<file path="src/rtl/alu_seq.sv">
// Sequential ALU: single-cycle arith/logic/shift/compare plus iterative MUL/DIVU/REMU.
// Latency 1 cycle (single-cycle ops) or WIDTH+1 cycles (iterative); result held in HOLD until out_ready.
module alu_seq #(
  parameter  int WIDTH = 32,
  localparam int SHW   = $clog2(WIDTH)
) (
  input  logic             clk,
  input  logic             rst_n,
  input  logic             in_valid,
  output logic             in_ready,
  input  logic [WIDTH-1:0] a,
  input  logic [WIDTH-1:0] b,
  input  logic [3:0]       op,
  output logic             out_valid,
  input  logic             out_ready,
  output logic [WIDTH-1:0] y,
  output logic             carry,
  output logic             overflow,
  output logic             zero,
  output logic             negative
);

  localparam int CW = SHW + 1;
  localparam logic [3:0] OP_MUL  = 4'hA;
  localparam logic [3:0] OP_DIVU = 4'hB;
  localparam logic [3:0] OP_REMU = 4'hC;

  typedef enum logic [1:0] {IDLE, ITER, HOLD} state_t;

  state_t           state_q, state_d;
  logic [WIDTH-1:0] hi_q, hi_d, lo_q, lo_d, b_q, b_d, y_q, y_d;
  logic [3:0]       op_q, op_d;
  logic [CW-1:0]    cnt_q, cnt_d;
  logic             carry_q, carry_d, ovf_q, ovf_d, zero_q, zero_d, neg_q, neg_d;

  logic [WIDTH:0]   add_s, sub_s, mul_s, div_sh;
  logic [WIDTH-1:0] div_df, sc_y, nxt_hi, nxt_lo, fin_y;
  logic             div_ge, sc_c, sc_v, fin_c, fin_v, is_iter;
  logic [SHW-1:0]   shamt;

  assign add_s   = {1'b0, a} + {1'b0, b};
  assign sub_s   = {1'b0, a} + {1'b0, ~b} + (WIDTH+1)'(1);
  assign shamt   = b[SHW-1:0];
  assign is_iter = (op == OP_MUL) || (op == OP_DIVU) || (op == OP_REMU);

  always_comb begin
    sc_y = '0;
    sc_c = 1'b0;
    sc_v = 1'b0;
    case (op)
      4'h0: begin
        sc_y = add_s[WIDTH-1:0];
        sc_c = add_s[WIDTH];
        sc_v = (a[WIDTH-1] == b[WIDTH-1]) && (add_s[WIDTH-1] != a[WIDTH-1]);
      end
      4'h1: begin
        sc_y = sub_s[WIDTH-1:0];
        sc_c = sub_s[WIDTH];
        sc_v = (a[WIDTH-1] != b[WIDTH-1]) && (sub_s[WIDTH-1] != a[WIDTH-1]);
      end
      4'h2: sc_y = a & b;
      4'h3: sc_y = a | b;
      4'h4: sc_y = a ^ b;
      4'h5: sc_y = a << shamt;
      4'h6: sc_y = a >> shamt;
      4'h7: sc_y = $signed(a) >>> shamt;
      4'h8: sc_y = {{(WIDTH-1){1'b0}}, $signed(a) < $signed(b)};
      4'h9: sc_y = {{(WIDTH-1){1'b0}}, a < b};
      default: sc_y = '0;
    endcase
  end

  // hi:lo is the product (MUL) or remainder:quotient (DIVU/REMU); lo starts as operand a.
  assign mul_s  = {1'b0, hi_q} + (lo_q[0] ? {1'b0, b_q} : {(WIDTH+1){1'b0}});
  assign div_sh = {hi_q, lo_q[WIDTH-1]};
  assign div_ge = div_sh >= {1'b0, b_q};
  assign div_df = div_sh[WIDTH-1:0] - b_q;

  always_comb begin
    nxt_hi = hi_q;
    nxt_lo = lo_q;
    if (op_q == OP_MUL) begin
      nxt_hi = mul_s[WIDTH:1];
      nxt_lo = {mul_s[0], lo_q[WIDTH-1:1]};
    end else begin
      nxt_hi = div_ge ? div_df : div_sh[WIDTH-1:0];
      nxt_lo = {lo_q[WIDTH-2:0], div_ge};
    end
  end

  // A zero divisor falls out of the restoring loop as quotient=all ones, remainder=a.
  always_comb begin
    fin_y = nxt_lo;
    fin_c = 1'b0;
    fin_v = 1'b0;
    case (op_q)
      OP_MUL:  fin_c = |nxt_hi;
      OP_DIVU: fin_v = (b_q == '0);
      OP_REMU: begin
        fin_y = nxt_hi;
        fin_v = (b_q == '0);
      end
      default: fin_y = nxt_lo;
    endcase
  end

  always_comb begin
    state_d = state_q;
    hi_d    = hi_q;
    lo_d    = lo_q;
    b_d     = b_q;
    op_d    = op_q;
    cnt_d   = cnt_q;
    y_d     = y_q;
    carry_d = carry_q;
    ovf_d   = ovf_q;
    zero_d  = zero_q;
    neg_d   = neg_q;
    case (state_q)
      IDLE: begin
        if (in_valid) begin
          op_d = op;
          b_d  = b;
          if (is_iter) begin
            hi_d    = '0;
            lo_d    = a;
            cnt_d   = CW'(WIDTH);
            state_d = ITER;
          end else begin
            y_d     = sc_y;
            carry_d = sc_c;
            ovf_d   = sc_v;
            zero_d  = (sc_y == '0);
            neg_d   = sc_y[WIDTH-1];
            state_d = HOLD;
          end
        end
      end
      ITER: begin
        hi_d  = nxt_hi;
        lo_d  = nxt_lo;
        cnt_d = cnt_q - CW'(1);
        if (cnt_q == CW'(1)) begin
          y_d     = fin_y;
          carry_d = fin_c;
          ovf_d   = fin_v;
          zero_d  = (fin_y == '0);
          neg_d   = fin_y[WIDTH-1];
          state_d = HOLD;
        end
      end
      HOLD: begin
        if (out_ready) state_d = IDLE;
      end
      default: state_d = IDLE;
    endcase
  end

  always_ff @(posedge clk) begin
    if (!rst_n) begin
      state_q <= IDLE;
      hi_q    <= '0;
      lo_q    <= '0;
      b_q     <= '0;
      op_q    <= '0;
      cnt_q   <= '0;
      y_q     <= '0;
      carry_q <= 1'b0;
      ovf_q   <= 1'b0;
      zero_q  <= 1'b0;
      neg_q   <= 1'b0;
    end else begin
      state_q <= state_d;
      hi_q    <= hi_d;
      lo_q    <= lo_d;
      b_q     <= b_d;
      op_q    <= op_d;
      cnt_q   <= cnt_d;
      y_q     <= y_d;
      carry_q <= carry_d;
      ovf_q   <= ovf_d;
      zero_q  <= zero_d;
      neg_q   <= neg_d;
    end
  end

  assign in_ready  = (state_q == IDLE);
  assign out_valid = (state_q == HOLD);
  assign y         = y_q;
  assign carry     = carry_q;
  assign overflow  = ovf_q;
  assign zero      = zero_q;
  assign negative  = neg_q;

endmodule

</file>
<file path="config.mk">
export PLATFORM = sky130hd
export DESIGN_NAME = alu_seq
export DESIGN_NICKNAME = d
export VERILOG_FILES = /design/src/rtl/alu_seq.sv
export SDC_FILE = /design/constraint.sdc
export NUM_CORES = 1
export LEC_CHECK = 0
export ABC_AREA = 1
export BUFFER_PORTS_ARGS = -buffer_cell sky130_fd_sc_hd__buf_4
export CAP_MARGIN = 20
export CORE_ASPECT_RATIO = 1.75
export CORE_MARGIN = 2
export CORE_UTILIZATION = 55
export DETAILED_ROUTE_END_ITERATION = 12
export PLACE_DENSITY = 0.8
export SLEW_MARGIN = 10
export SYNTH_ARGS = -nofsm -noshare
export SYNTH_HDL_FRONTEND = slang
export SYNTH_SLANG_ARGS = --single-unit
</file>
<file path="constraint.sdc">
create_clock -name clk -period 3.5 [get_ports clk]
set_input_delay 0.7 -clock clk [delete_from_list [all_inputs] [get_ports clk]]
set_output_delay 0.7 -clock clk [all_outputs]
set_load 0.005 [all_outputs]
</file>
==> results of run 1 <==
[metal layers]
metal | overflow | GRT usage, %
met1 | 1 | 72.35
met2 | 136 | 94.20
met3 | 1 | 49.50
met4 | 88 | 79.50
met5 | 0 | 4.048
[stage by stage]
stage / hold slack [ns] / setup TNS (ns) / instance area (sq um) / worst slack, ns / cells
after floorplan: 0.4405 / 0 / 22400 / 0.04099 / 4254
after global placement: 0.4505 / -0.3245 / 27360 / -0.2409 / 5266
after detailed placement: 0.4576 / -0.3285 / 27360 / -0.2438 / 5266
after CTS: 0.4680 / 0 / 27930 / 0.0001270 / 5298
[cell usage after synthesis (all sizes together), types with 11 or more instances]
cell type / n / area, sq um
nand2: 1428 / 5385
ha: 166 / 2077
inv: 546 / 2049
o22ai: 23 / 143.9
nor2: 379 / 1445
o21ai: 205 / 1030
xor2: 12 / 105.1
dfxtp: 143 / 2863
buf: 93 / 489.2
mux2i: 11 / 110.1
nand4: 92 / 575.6
and2: 13 / 81.33
nand3b: 16 / 120.1
clkbuf: 91 / 342.8
o21bai: 18 / 135.1
o211ai: 23 / 172.7
nor3: 34 / 170.2
a21oi: 302 / 1515
nand3: 577 / 2928
[repair_timing]
item,in CTS
hold endpoints to repair,0
cloned,0
setup endpoints to repair,4
gates resized for setup,2
[logic make-up after synthesis]
logic type,after synthesis,synth area share (%)
DFF,143,12.78
adders and majority gates,170,9.628
muxes,11,0.4915
buffers and inverters,734,12.93
xor gates and xnor gates,14,0.5473
and+or+nand+nor,2558,48.32
AOI/OAI and AO/OA,624,15.30
==> metrics.md, run 1 <==
| Metric | Value |
|---|---|
| Post-synthesis sequential area ratio | `12.78%` |
| Maximum level of the CTS H-tree | `4` |
| Initial core utilization | `55.77%` |
| Number of clock buffers inserted by TritonCTS | `17` |
| Vias in the first global route | `35.51k` |
| Netlist area before placement | `0.02240 sq mm` |
| IO Count | `110` |
| FF+latch count, synth | `143` |
| Proportion of synthesized flip-flops having asynchronous set or reset | `0%` |
| Pin count of the biggest net entering global routing | `74` |
| Total congestion overflow after global routing | `226` |
| Gp weighted congestion | `1.208` |
| Tot GR Track Use | `72.95%` |
| Halt Stage | `global routing (5_1_grt)` |
| Number of buffers inserted to repair setup after CTS | `0` |
| Count of yosys warnings during synthesis | `0` |
| Dominant register cell in the synthesized netlist | `dfxtp_1` |
| CTS Hold Buffers Added | `0` |
| Global-route wire length before repair | `234400 um` |
| Result of the run | `aborted with a tool error` |
| Synthesized Nets | `4496` |
| Count of distinct cell types in the synthesized netlist | `53` |
| Number of buffers added on ports | `109` |
| Number of enable-type register cells in the synthesized netlist | `0` |
| Cell row count | `97` |
| Maximum root-to-sink buffer count | `2` |
| CTS Sinks | `143` |
| Buffer cell driving the clock tree root | `clkbuf_16` |
| Mean area per synthesized cell | `5.267 sq um` |
| Error message | `[ERROR GRT-0116] Global routing finished with congestion. Check the congestion regions in the DRC Viewer.` |
| Estimated wirelength of the detail-placed design | `103200 um` |
| Die extent in y | `271.0 um` |
| Die outline width | `156.6 um` |
| Number of instances in the synthesized netlist | `4254` |
==> inputs of run 2 (changes only) <==
Settings changed: CORE_ASPECT_RATIO 1.75 to unset, CORE_UTILIZATION 55 to 40, PLACE_DENSITY 0.8 to unset, PLACE_DENSITY_LB_ADDON set to 0.15.
Clock period 3.5 ns to 4.55 ns, I/O delays scaled along.
==> run 2 against run 1 <==
  * The run now ends clean
  * Synthesized area did not move
  * Synthesized cell count did not move
==> metrics.md, run 2 <==
| Metric | Value |
|---|---|
| Tmin final | `4.325 ns` |
| Data required, critical path | `4.89 ns` |
| Type of the most critical hold path | `reg -> reg` |
| Post-synthesis sequential area ratio | `12.78% (unchanged)` |
| Mean area per synthesized cell | `5.267 sq um (unchanged)` |
| Number of instances in the synthesized netlist | `4254 (unchanged)` |
| Maximum root-to-sink buffer count | `2 (unchanged)` |
| Top post-synthesis cells by area | `nand2_1 (24%), dfxtp_1 (13%), nand3_1 (13%)` |
| CTS Hold Buffers Added | `0 (unchanged)` |
| Vias in the first global route | `27.21k` |
| Result of the run | `finished, final reports clean` |
| Cell taking the most area after synthesis | `nand2_1` |
| Internal power component | `2.979 mW` |
| Area used by sequential logic in the layout | `0.002863 sq mm` |
| Most common cell after layout, fill and taps aside | `nand2_1` |
| Fraction of layout instances using a drive strength above 1 | `7.311%` |
| Critical-path cell with the highest stage delay | `dfxtp_1` |
| Setup Crit Path Kind | `reg -> reg` |
| Setup-violating endpoint count in the final report | `0` |
| Crit-path leading delay family | `simple AND/OR/NAND/NOR gates` |
| Power density over the cells | `221.9 mW/mm^2` |
| Overall power of the completed layout | `5.539 mW` |
| Number of diodes | `0` |
| Number of buffers added on ports | `109 (unchanged)` |
| Fraction of power spent switching nets | `46.23%` |
| Cell row count | `86 (-11%)` |
| Estimated wirelength of the detail-placed design | `104900 um (+1.6%)` |
| Clock insertion delay at the later pin of the skew report | `0.47 ns` |
| Pin count of the biggest net entering global routing | `74` |
| Setup TNS | `0 ns` |
| Crit. End Element | `flop` |
| DRC marker count from the first detailed-route iteration | `3149` |
| Clock power share | `27.9%` |
| Net switching component of the power | `2.561 mW` |
| Sequential cell fraction of total power | `25.4%` |
| Maximum fanout along the worst path | `26` |
| Maximum level of the CTS H-tree | `4 (unchanged)` |
| Area of the core region | `0.05520 sq mm` |
| FF+latch count, synth | `143 (unchanged)` |
| Number of violations of the max-capacitance limit | `0` |
| Routed wire length | `126100 um` |
| Most common cell type on the critical path | `nand2_1` |
| Routed wirelength normalized by instance count | `24.80 um` |
| Post-route ant nets | `0` |
| Number of failing hold endpoints at the final stage | `0` |
| Max Transition Viols Final | `0` |
| Measured slew at the worst slew-check pin | `1.123 ns` |
| Number of nets at the end of the flow | `4565` |
| Launching element type of the critical path | `flop` |
| Clk pin slew, worst setup/hold paths | `0.07 ns` |
| Post-DR vias/cell | `5.796` |
| First-pass iteration count of the detailed router | `7` |
| Leading cell types in the layout, fill and taps excluded | `nand2_1 (1418), nand3_1 (569), inv_1 (538), nor2_1 (369), a21oi_1 (301)` |
| Number of fill cells in the layout | `6455` |
| Area used by multi-input combinational logic | `0.01666 sq mm` |
| Die outline width | `240.7 um (+54%)` |
| Count of distinct cell types in the synthesized netlist | `53 (unchanged)` |
| Portion of synthesized cell area occupied by the leading cell type | `23.79% (unchanged)` |
| Post-route DRC | `0` |
| Gp weighted congestion | `1.072 (-11%)` |
| Initial antenna violation count | `3` |
| Global-route wire length before repair | `179300 um` |
| Buffers and inverters on the worst path | `4` |
| Combinational power share | `46.6%` |
| Max incr delay on CP | `0.48 ns` |
| IO Count | `110 (unchanged)` |
| Area delta synth->final | `11.41%` |
| Number of enable-type register cells in the synthesized netlist | `0 (unchanged)` |
| Dominant register cell in the synthesized netlist | `dfxtp_1` |
| Unrepaired setup endpoints after global routing | `no` |
| CTS Sinks | `143 (unchanged)` |
| Number of buffers inserted to repair setup after CTS | `0 (unchanged)` |
| Initial core utilization | `40.59% (-15 points)` |
| Utilization after layout | `45.22%` |
| Crit path DAT | `4.67 ns` |
| Full die area | `0.05792 sq mm` |
| Max rail drop VDD | `0.2270 mV` |
| Leakage | `13.47 nW` |
| Total congestion overflow after global routing | `0` |
| Tot GR Track Use | `42.65%` |
| Synthesized Nets | `4496 (unchanged)` |
| Post-CTS sizing | `0 (-2)` |
| Dominant cell by count in the synthesized netlist | `nand2_1` |
| Relative slew slack | `24.87%` |
| Number of clock buffers inserted by TritonCTS | `17 (unchanged)` |
| Count of yosys warnings during synthesis | `0 (unchanged)` |
| Upper clock frequency limit | `0.2312 GHz` |
| Most common library cells after synthesis | `nand2_1 (1420), nand3_1 (569), inv_1 (541), nor2_1 (370), a21oi_1 (301)` |
| Crit-path cells | `buf_4, nand2_1, inv_1, ha_1, nand2_1, nor2_1, inv_1, nor3_1, nand2_1, nand2_1, nand3_1, nand2_1, nand2_1, nand3_1, nand3_1, buf_4, nor2_1, nand2_1, nor2_1, nand2_1, o21ai_1, a21oi_1` |
| Die extent in y | `240.7 um (-11%)` |
| Final worst clock skew | `0.01794 ns` |
| Proportion of synthesized flip-flops having asynchronous set or reset | `0% (unchanged)` |
| CTS tree | `built` |
| Via count | `29.47k` |
| Crit share post-route | `95.06%` |
| Netlist area before placement | `0.02240 sq mm (unchanged)` |
| Buffer cell driving the clock tree root | `clkbuf_16` |
## run 2: layout make-up
| type | instances | share of cell area [%] |
|---|---|---|
| clock buffers | 20 | 1.789 |
| clock inverters | 12 | 0.6817 |
| inverters | 550 | 8.271 |
| multi-input cells | 3377 | 66.75 |
| flip-flops and latches | 143 | 11.47 |
| well taps | 748 | 3.749 |
| repair buffers | 234 | 7.288 |
## run 2: worst reg2reg max path, delay by kind of cell, from the launching register on
kind	cells	cell delay (ns)
adders and majority gates	1	0.31
DFF	1	0.48
and+or+nand+nor	15	2.07
AOI/OAI and AO/OA	2	0.41
buffers and inverters	4	0.94
## run 2: power groups by stage
stage	registers, mW	clock network (mW)	logic (mW)
3_3_place_gp	1.43	0	2.51
3_5_place_dp	1.43	0	2.49
5_1_grt	1.42	1.59	2.78
2_1_floorplan	1.41	0	1.48
4_1_cts	1.41	1.55	2.50
6_report	1.41	1.55	2.58
## run 2: path summary, 6_finish.rpt
check / cells past startpoint / startpoint / slack, ns / endpoint
hold / removal: 2 / y[23] / 0.47 / y[23]
setup reg to reg: 22 / lo_q[0] / 0.22 / carry
setup / recovery: 22 / lo_q[0] / 0.22 / carry
hold reg to reg: 2 / y[23] / 0.47 / y[23]
## run 2: metal layers
layer	share of wire, %	GRT usage [%]	up-vias	wire length, um
met1	38	50.43	13560	47890
met3	8.1	6.268	412	10170
met2	44	68.02	1554	55460
met4	9.9	36.38	4	12540
li1	-	-	13940	-
met5	0.022	0	-	28
## run 2: through the flow
| step | setup slack [ns] | std cells | hold slack, ns | area (sq um) |
|---|---|---|---|---|
| 6_report | 0.2250 | 5084 | 0.4678 | 24960 |
| 5_1_grt | 0.1034 | 5084 | 0.4864 | 24960 |
| 4_1_cts | 0.5574 | 5084 | 0.4702 | 24960 |
| 3_5_place_dp | 0.3885 | 5052 | 0.4587 | 24340 |
| 3_3_place_gp | 0.3912 | 5052 | 0.4557 | 24340 |
| 2_1_floorplan | 0.8810 | 4254 | 0.4405 | 22400 |
## run 2: logic make-up (layout without fill, tap and decap cells)
logic type	count (synthesis)	count (layout)	synth area share [%]
compound gates	624	624	15.30
xor+xnor	14	14	0.5473
fa+ha+maj	170	170	9.628
buf+inv	734	816	12.93
flops	143	143	12.78
mux	11	11	0.4915
simple gates	2558	2558	48.32
Note: power is estimated with default switching activity, not from simulation.
